$ cat config.mk
export PLATFORM = sky130hd
export DESIGN_NAME = aurora_frame_assembler
export DESIGN_NICKNAME = d
export VERILOG_FILES = /design/src/rtl/aurora_frame_assembler.sv
export SDC_FILE = /design/constraint.sdc
export NUM_CORES = 1
export LEC_CHECK = 0
export CAP_MARGIN = 20
export CORE_ASPECT_RATIO = 0.7
export CORE_MARGIN = 2
export CORE_UTILIZATION = 54
export CTS_CLUSTER_SIZE = 25
export DETAILED_ROUTE_END_ITERATION = 6
export PLACE_DENSITY = 0.81
export SLEW_MARGIN = 0
export SYNTH_ARGS = -nofsm -noshare
export SYNTH_HDL_FRONTEND = slang
export SYNTH_SLANG_ARGS = --single-unit
$ cat constraint.sdc
create_clock -name i_clk -period 4.04 [get_ports i_clk]
set_input_delay 0.808 -clock i_clk [delete_from_list [all_inputs] [get_ports i_clk]]
set_output_delay 0.808 -clock i_clk [all_outputs]
set_load 0.1 [all_outputs]
$ cat src/rtl/aurora_frame_assembler.sv
// aurora_frame_assembler: rebuilds fixed-length marker-delimited frames from the Aurora RX stream
// and presents them on a valid/ready port with lock tracking and saturating error counters.
module aurora_frame_assembler #(
  parameter int DATA_WIDTH  = 64,
  parameter int FRAME_WORDS = 9,
  parameter int CNT_WIDTH   = 16
) (
  input  logic                                  i_clk,
  input  logic                                  i_resetn,
  input  logic [DATA_WIDTH-1:0]                 i_s_tdata,
  input  logic                                  i_s_tvalid,
  output logic [FRAME_WORDS*(DATA_WIDTH-1)-1:0] o_dout,
  output logic                                  o_dout_valid,
  input  logic                                  i_dout_ready,
  output logic                                  o_locked,
  input  logic                                  i_clear_cnt,
  output logic [CNT_WIDTH-1:0]                  o_frame_cnt,
  output logic [CNT_WIDTH-1:0]                  o_short_err_cnt,
  output logic [CNT_WIDTH-1:0]                  o_sync_err_cnt,
  output logic [CNT_WIDTH-1:0]                  o_drop_cnt
);
  localparam int PW = DATA_WIDTH - 1;
  localparam int IW = $clog2(FRAME_WORDS + 1);
  typedef enum logic {HUNT, ASSEMBLE} state_t;
  state_t                     r_state, w_state_nx;
  logic [IW-1:0]              r_idx, w_idx_nx, w_wpos;
  logic [FRAME_WORDS*PW-1:0]  r_buf, r_dout, w_frame;
  logic                       r_dout_valid;
  logic [CNT_WIDTH-1:0]       r_frame_cnt, r_short_cnt, r_sync_cnt, r_drop_cnt;
  logic                       w_mark, w_wr, w_short, w_sync, w_done, w_load, w_drop;
  function automatic logic [CNT_WIDTH-1:0] f_cnt(logic [CNT_WIDTH-1:0] c, logic inc, logic clr);
    return clr ? '0 : c + CNT_WIDTH'(inc && !(&c));
  endfunction
  assign w_mark  = i_s_tdata[DATA_WIDTH-1];
  assign w_wpos  = w_mark ? '0 : r_idx;
  assign w_frame = {i_s_tdata[PW-1:0], r_buf[(FRAME_WORDS-1)*PW-1:0]};
  assign w_load  = w_done && (!r_dout_valid || i_dout_ready);
  assign w_drop  = w_done && !w_load;
  // A marker always restarts a frame at word 0; in ASSEMBLE with a partial frame it is a short error.
  always_comb begin
    w_state_nx = r_state;
    w_idx_nx   = r_idx;
    w_wr       = 1'b0;
    w_short    = 1'b0;
    w_sync     = 1'b0;
    w_done     = 1'b0;
    if (i_s_tvalid) begin
      if (w_mark) begin
        w_wr       = 1'b1;
        w_idx_nx   = IW'(1);
        w_state_nx = ASSEMBLE;
        w_short    = (r_state == ASSEMBLE) && (r_idx != '0);
      end else if (r_state == ASSEMBLE && r_idx == '0) begin
        w_sync     = 1'b1;
        w_state_nx = HUNT;
      end else if (r_state == ASSEMBLE) begin
        w_wr     = 1'b1;
        w_done   = (r_idx == IW'(FRAME_WORDS - 1));
        w_idx_nx = w_done ? '0 : r_idx + IW'(1);
      end
    end
  end
  always_ff @(posedge i_clk or negedge i_resetn) begin
    if (!i_resetn) begin
      r_state      <= HUNT;
      r_idx        <= '0;
      r_buf        <= '0;
      r_dout       <= '0;
      r_dout_valid <= 1'b0;
      r_frame_cnt  <= '0;
      r_short_cnt  <= '0;
      r_sync_cnt   <= '0;
      r_drop_cnt   <= '0;
    end else begin
      r_state <= w_state_nx;
      r_idx   <= w_idx_nx;
      for (int k = 0; k < FRAME_WORDS; k++)
        if (w_wr && w_wpos == IW'(k)) r_buf[k*PW +: PW] <= i_s_tdata[PW-1:0];
      if (w_load) r_dout <= w_frame;
      r_dout_valid <= w_load || (r_dout_valid && !i_dout_ready);
      r_frame_cnt  <= f_cnt(r_frame_cnt, w_load, i_clear_cnt);
      r_short_cnt  <= f_cnt(r_short_cnt, w_short, i_clear_cnt);
      r_sync_cnt   <= f_cnt(r_sync_cnt, w_sync, i_clear_cnt);
      r_drop_cnt   <= f_cnt(r_drop_cnt, w_drop, i_clear_cnt);
    end
  end
  assign o_dout          = r_dout;
  assign o_dout_valid    = r_dout_valid;
  assign o_locked        = (r_state == ASSEMBLE);
  assign o_frame_cnt     = r_frame_cnt;
  assign o_short_err_cnt = r_short_cnt;
  assign o_sync_err_cnt  = r_sync_cnt;
  assign o_drop_cnt      = r_drop_cnt;
endmodule

* After elaboration in Yosys (flattened, before gate mapping)
Cells that the tools add are included.
Word-level totals: flip-flop bits (word level) 1141, input port bits 69, output and inout port bits 633
Cells by class: add/subtract/negate cells 5, eq/ne operators 9, mux-type cells 24, reductions and logical operators 37
Operator list (count):
- $add 16x1->16 | 4
- $mux 16 | 4
- $reduce_and 16->1 | 4
- $mux 4 | 5
- $logic_and 1x1->1 | 17
- $eq 4x3->1 const B | 4
- $mux 1 | 15
- $eq 4x2->1 const B | 2
- $logic_not 4->1 | 2
- $logic_not 1->1 | 7
- $add 4x1->4 const B | 1
- $eq 4x1->1 const B | 1
- $eq 4x4->1 const B | 1
- $reduce_bool 2->1 | 2
- $reduce_bool 4->1 | 1
- $reduce_and 3->1 | 1
- $logic_or 1x1->1 | 2
- $ne 2x2->1 const B | 1
- $reduce_and 2->1 | 1

* Logic depth before layout (Yosys ltp)
depth after elaboration 11, depth in mapped cells 15, gate-level depth less buffers 11

* Least setup slack after synthesis
No wires, ideal clock.
path type reg2reg, start register r_state (netlist: o_locked), end register r_frame_cnt[12] (netlist: o_frame_cnt[12]), setup time 0.132 ns, arrival 3.364 ns, required time 3.908 ns, path slack 0.544 ns, cell stages (with the launch flop) 13, buffers on the path 3, path through dfrtp_1 -> nand2_1 -> or4_1 -> nand2b_1 -> buf_4 -> buf_6 -> buf_6 -> o21ba_2 -> ha_1 -> nand2_1 -> nor4_1 -> xnor2_1 -> nor2_1
Between the ends: cells in the longest elaborated chain, start to end 8, elaborated cells between the ends (all ways) 9, those cells by class add/sub (1); mux (5); reduce/logical (3)
Ends and longest elaborated chain:
- start: declaration | line 25 | state_t r_state, w_state_nx;
- start signal: assignment | line 75 | r_state <= w_state_nx;
- $mux 1 / $logic_and 1x1->1 (equally long branches) | line 56, 53
- $mux 1 (*) | line 53 | end else if (r_state == ASSEMBLE && r_idx == '0) begin
- $mux 1 (*) | line 48 | if (w_mark) begin
- $mux 1 (*) | line 47 | if (i_s_tvalid) begin
- $logic_and 1x1->1 (*) | line 37 | assign w_load = w_done && (!r_dout_valid || i_dout_ready);
- $logic_and 1x1->1 (*) | line 32 | return clr ? '0 : c + CNT_WIDTH'(inc && !(&c));
- $add 16x1->16 (*) | line 32
- $mux 16 (*) | line 32
- end signal: assignment | line 81 | r_frame_cnt <= f_cnt(r_frame_cnt, w_load, i_clear_cnt);
- end: declaration | line 29 | logic [CNT_WIDTH-1:0] r_frame_cnt, r_short_cnt, r_sync_cnt, r_drop_cnt;
Mark *: on every way between the ends. The rest lies on a longest branch, timed or not. A chain may end at the register's enable or synchronous reset.

* Worst setup path in the final report
start register r_idx[0], end register r_frame_cnt[12] (netlist: o_frame_cnt[12])
Between the ends: cells in the longest elaborated chain, start to end 9, elaborated cells between the ends (all ways) 11, those cells by class add/sub (1); eq/ne (1); mux (5); reduce/logical (4)
Ends and longest elaborated chain:
- start: declaration | line 26 | logic [IW-1:0] r_idx, w_idx_nx, w_wpos;
- start signal: assignment | line 76 | r_idx <= w_idx_nx;
- $eq 4x4->1 / $logic_not 4->1 (equally long branches) | line 58, 53
- $mux 1 / $logic_and 1x1->1 (equally long branches) | line 56, 53
- $mux 1 (*) | line 53
- $mux 1 (*) | line 48
- $mux 1 (*) | line 47
- $logic_and 1x1->1 (*) | line 37
- $logic_and 1x1->1 (*) | line 32
- $add 16x1->16 (*) | line 32
- $mux 16 (*) | line 32
Marked as above.

==> results.yml <==
floorplan:
  die-height_um: 245
  die_w_um: 348
  num_rows: 88
  core_area_sq_mm: 0.0821
  ios: 702
  dieArea_sq_mm: 0.0851
  start_util_pct: 54.4
cts:
  cts_setup_buffers: 0
  root_buffer: "clkbuf_16"
  htree_levels: 3
  clock_path_buffers: 3
  post_cts_resized: 0
  clock_latency_ps: 660
  hold_buffers: 0
  cts_buffers: 103
  cts_sinks: 1141
  cts.reportedPaths.clkPinSlew_ps: 60
  cts_tree: "done"
timing:
  min_period_ps: 3330
  rsz0062_at_grt: "false"
  worst_slew_pin_slew_ps: 1200
  final-hold-violation-count: 0
  fmax_ghz: 0.300
  fin_crit_sh_pct: 82.5
  slew_headroom_pct: 19.5
  finalSetupViolations: 0
  final_max_slew_viol_count: 0
  setup_ws_ps: 708
  skew_ps: 21.3
  tns_ps: 0
logic_synthesis:
  syn_nets: 2720
  synth-seq-area-share_pct: 63.9
  synth.cell_area_sq_mm: 0.0447
  synth_cells: 2641
  ys_ff_latch: 1141
  synthArstFlopShare_pct: 100
  ys.flop_type: "dfrtp_1"
  avgSynthCellArea_sq_um: 16.9
  synth_edf_count: 0
  synth.distinct_cells: 40
  yosys_warnings: 0
grt:
  grt_antenna_before_repair: 1
  grt_pass1_wl_mm: 173
  overflow: 0
  grtUsageTotal_pct: 26.8
  grt_pass1_vias: 27160
  grt_max_degree: 132
power:
  clockPowerShare_pct: 31.7
  net-switching-power_mw: 9.42
  p_leak_nw: 27.8
  seq_power_share_pct: 48.0
  irDropWorstVdd_uv: 426
  power_mw: 31.5
  power_density_mw_per_mm2: 558
  combPwrFrac_pct: 20.3
  p_int_mw: 22.0
  sw_frac_of_total_pct: 30.0
worst_hold_path:
  hold_class: "primary input to asynchronous set/reset pin"
run_status:
  outcome: "finished, final reports clean"
drt:
  drt_iter0_drc: 1404
  vias: 25278
  drt_wl_total_mm: 115
  drc_errors: 0
  wl_per_cell_um: 25.2
  drt-pass1-iter-count: 5
  routed_via_density: 5.57
  drt.antenna.violating_nets: 0
critical_path:
  reg2reg_depth: 11
  critPathRequiredTime_ps: 4550
  path_class: "flop to flop"
  start_kind: "flop"
  ff2ff_setup_slack_ps: 710
  regToRegEndpoint: "o_frame_cnt[12]"
  end_kind: "flop"
  cp.arrival_ps: 3840
  path_max_fanout: 11
  r2r-start: "r_idx[0]"
layout:
  multiInputGateArea_sq_mm: 0.0153
  drive_above_1_share_pct: 33.8
  fin_cells: 4537
  final_cell_mix: "dfrtp_1 (1141), clkdlybuf4s50_1 (698), mux2_2 (563), mux2_4 (370), mux2_1 (139)"
  area_growth_pct: 26.2
  nFillCells: 5350
  area.sequential_sq_mm: 0.0286
  nets: 3449
  final_common_cell: "dfrtp_1"
placed_design:
  dp_cells: 4344
  io_buffers: 701
  dp_slack_ps: 322
  detailed_place_hpwl_mm: 75.3
  gp_congestion: 0.882
flow_run:
  drv_cap: 0
-- synth_stat cells, types with 2 or more instances --
cell type | number | area share [%]
nor2_1 | 57 | 0.48
nand4_1 | 20 | 0.28
nor4_1 | 18 | 0.25
inv_1 | 14 | 0.12
and4_1 | 3 | 0.059
buf_1 | 4 | 0.034
mux2_1 | 139 | 3.5
xor2_1 | 14 | 0.27
dfrtp_1 | 1141 | 64
ha_1 | 10 | 0.28
mux2_2 | 563 | 14
xnor2_1 | 31 | 0.61
nor2b_1 | 8 | 0.11
nand3_1 | 25 | 0.28
nand2_1 | 27 | 0.23
a21oi_1 | 11 | 0.12
buf_6 | 58 | 1.5
nor3_1 | 14 | 0.16
buf_2 | 7 | 0.078
clkbuf_1 | 56 | 0.47
mux2_4 | 370 | 12
nand2b_1 | 5 | 0.070
or3_1 | 11 | 0.15
o21ai_1 | 2 | 0.022
or4_1 | 3 | 0.050
o21ai_0 | 16 | 0.18
-- layout make-up --
type / count / share of cell area, %
sequential: 1141 / 50.6
multi-input combinational: 1359 / 27.1
timing repair buffer: 750 / 13.7
clock buffer: 143 / 5.21
tap: 1080 / 2.40
clock inverter: 48 / 0.947
inverter: 15 / 0.0998
antenna: 1 / 0.00444
-- per-stage QoR --
stage          util [%]  hold WS [ps]  instance area (sq um)
2_1_floorplan         -           452                  44700
3_3_place_gp       64.4           460                  52900
3_5_place_dp       64.4           466                  52900
4_1_cts            68.6           140                  56400
5_1_grt            68.7           142                  56400
6_report           68.7          99.9                  56400
-- routing by layer --
metal	track usage, %	vias up	part of all wire, %
met3	6.06	228	5.8
met4	11.4	0	4.6
met2	43.0	764	48
li1	-	10799	-
met5	0	-	0
met1	35.3	13487	42
-- sequential cells by signal, summed over array words and instances (netlist names) --
signal	cells
o_dout_valid	1
o_short_err_cnt	16
o_drop_cnt	16
o_sync_err_cnt	16
o_frame_cnt	16
r_idx	4
r_buf	504
o_dout	567
o_locked	1
-- critical path, stage by stage, from the launching register on --
cell	delay, ps
dfrtp_1	500
inv_1	180
ha_1	200
nand2b_1	100
or4_1	570
nand2b_4	290
o21ba_2	300
ha_1	210
nand2_1	180
nor4_1	400
xnor2_1	190
nor2_1	60
-- how the worst max path moves through the flow --
stage | cells past startpoint | end | slack, ps | from
floorplan | 12 | o_frame_cnt[12] | 540 | o_locked
global placement | 7 | o_dout[13] | 430 | i_s_tvalid
detailed placement | 10 | o_frame_cnt[12] | 320 | i_s_tvalid
CTS | 8 | o_dout[15] | 750 | r_idx[0]
global route | 10 | o_drop_cnt[14] | 550 | r_idx[0]
finish | 11 | o_frame_cnt[12] | 710 | r_idx[0]
-- kinds of logic after synthesis --
| group | after synthesis | share of synthesized area [%] |
|---|---|---|
| buf+inv | 141 | 2.19 |
| flops | 1141 | 63.9 |
| simple gates | 196 | 2.21 |
| compound gates | 36 | 0.462 |
| xor+xnor | 45 | 0.882 |
| mux | 1072 | 30.1 |
| fa+ha+maj | 10 | 0.280 |
-- power by group through the flow --
stage | registers, mW | clock network [mW] | logic (mW)
CTS | 15.1 | 10.1 | 6.44
detailed placement | 15.3 | 0 | 6.39
floorplan | 16.9 | 0 | 2.60
global route | 15.4 | 10.6 | 6.69
finish | 15.1 | 9.98 | 6.38
global placement | 15.0 | 0 | 6.15
Power figures use the tool's default switching activity.
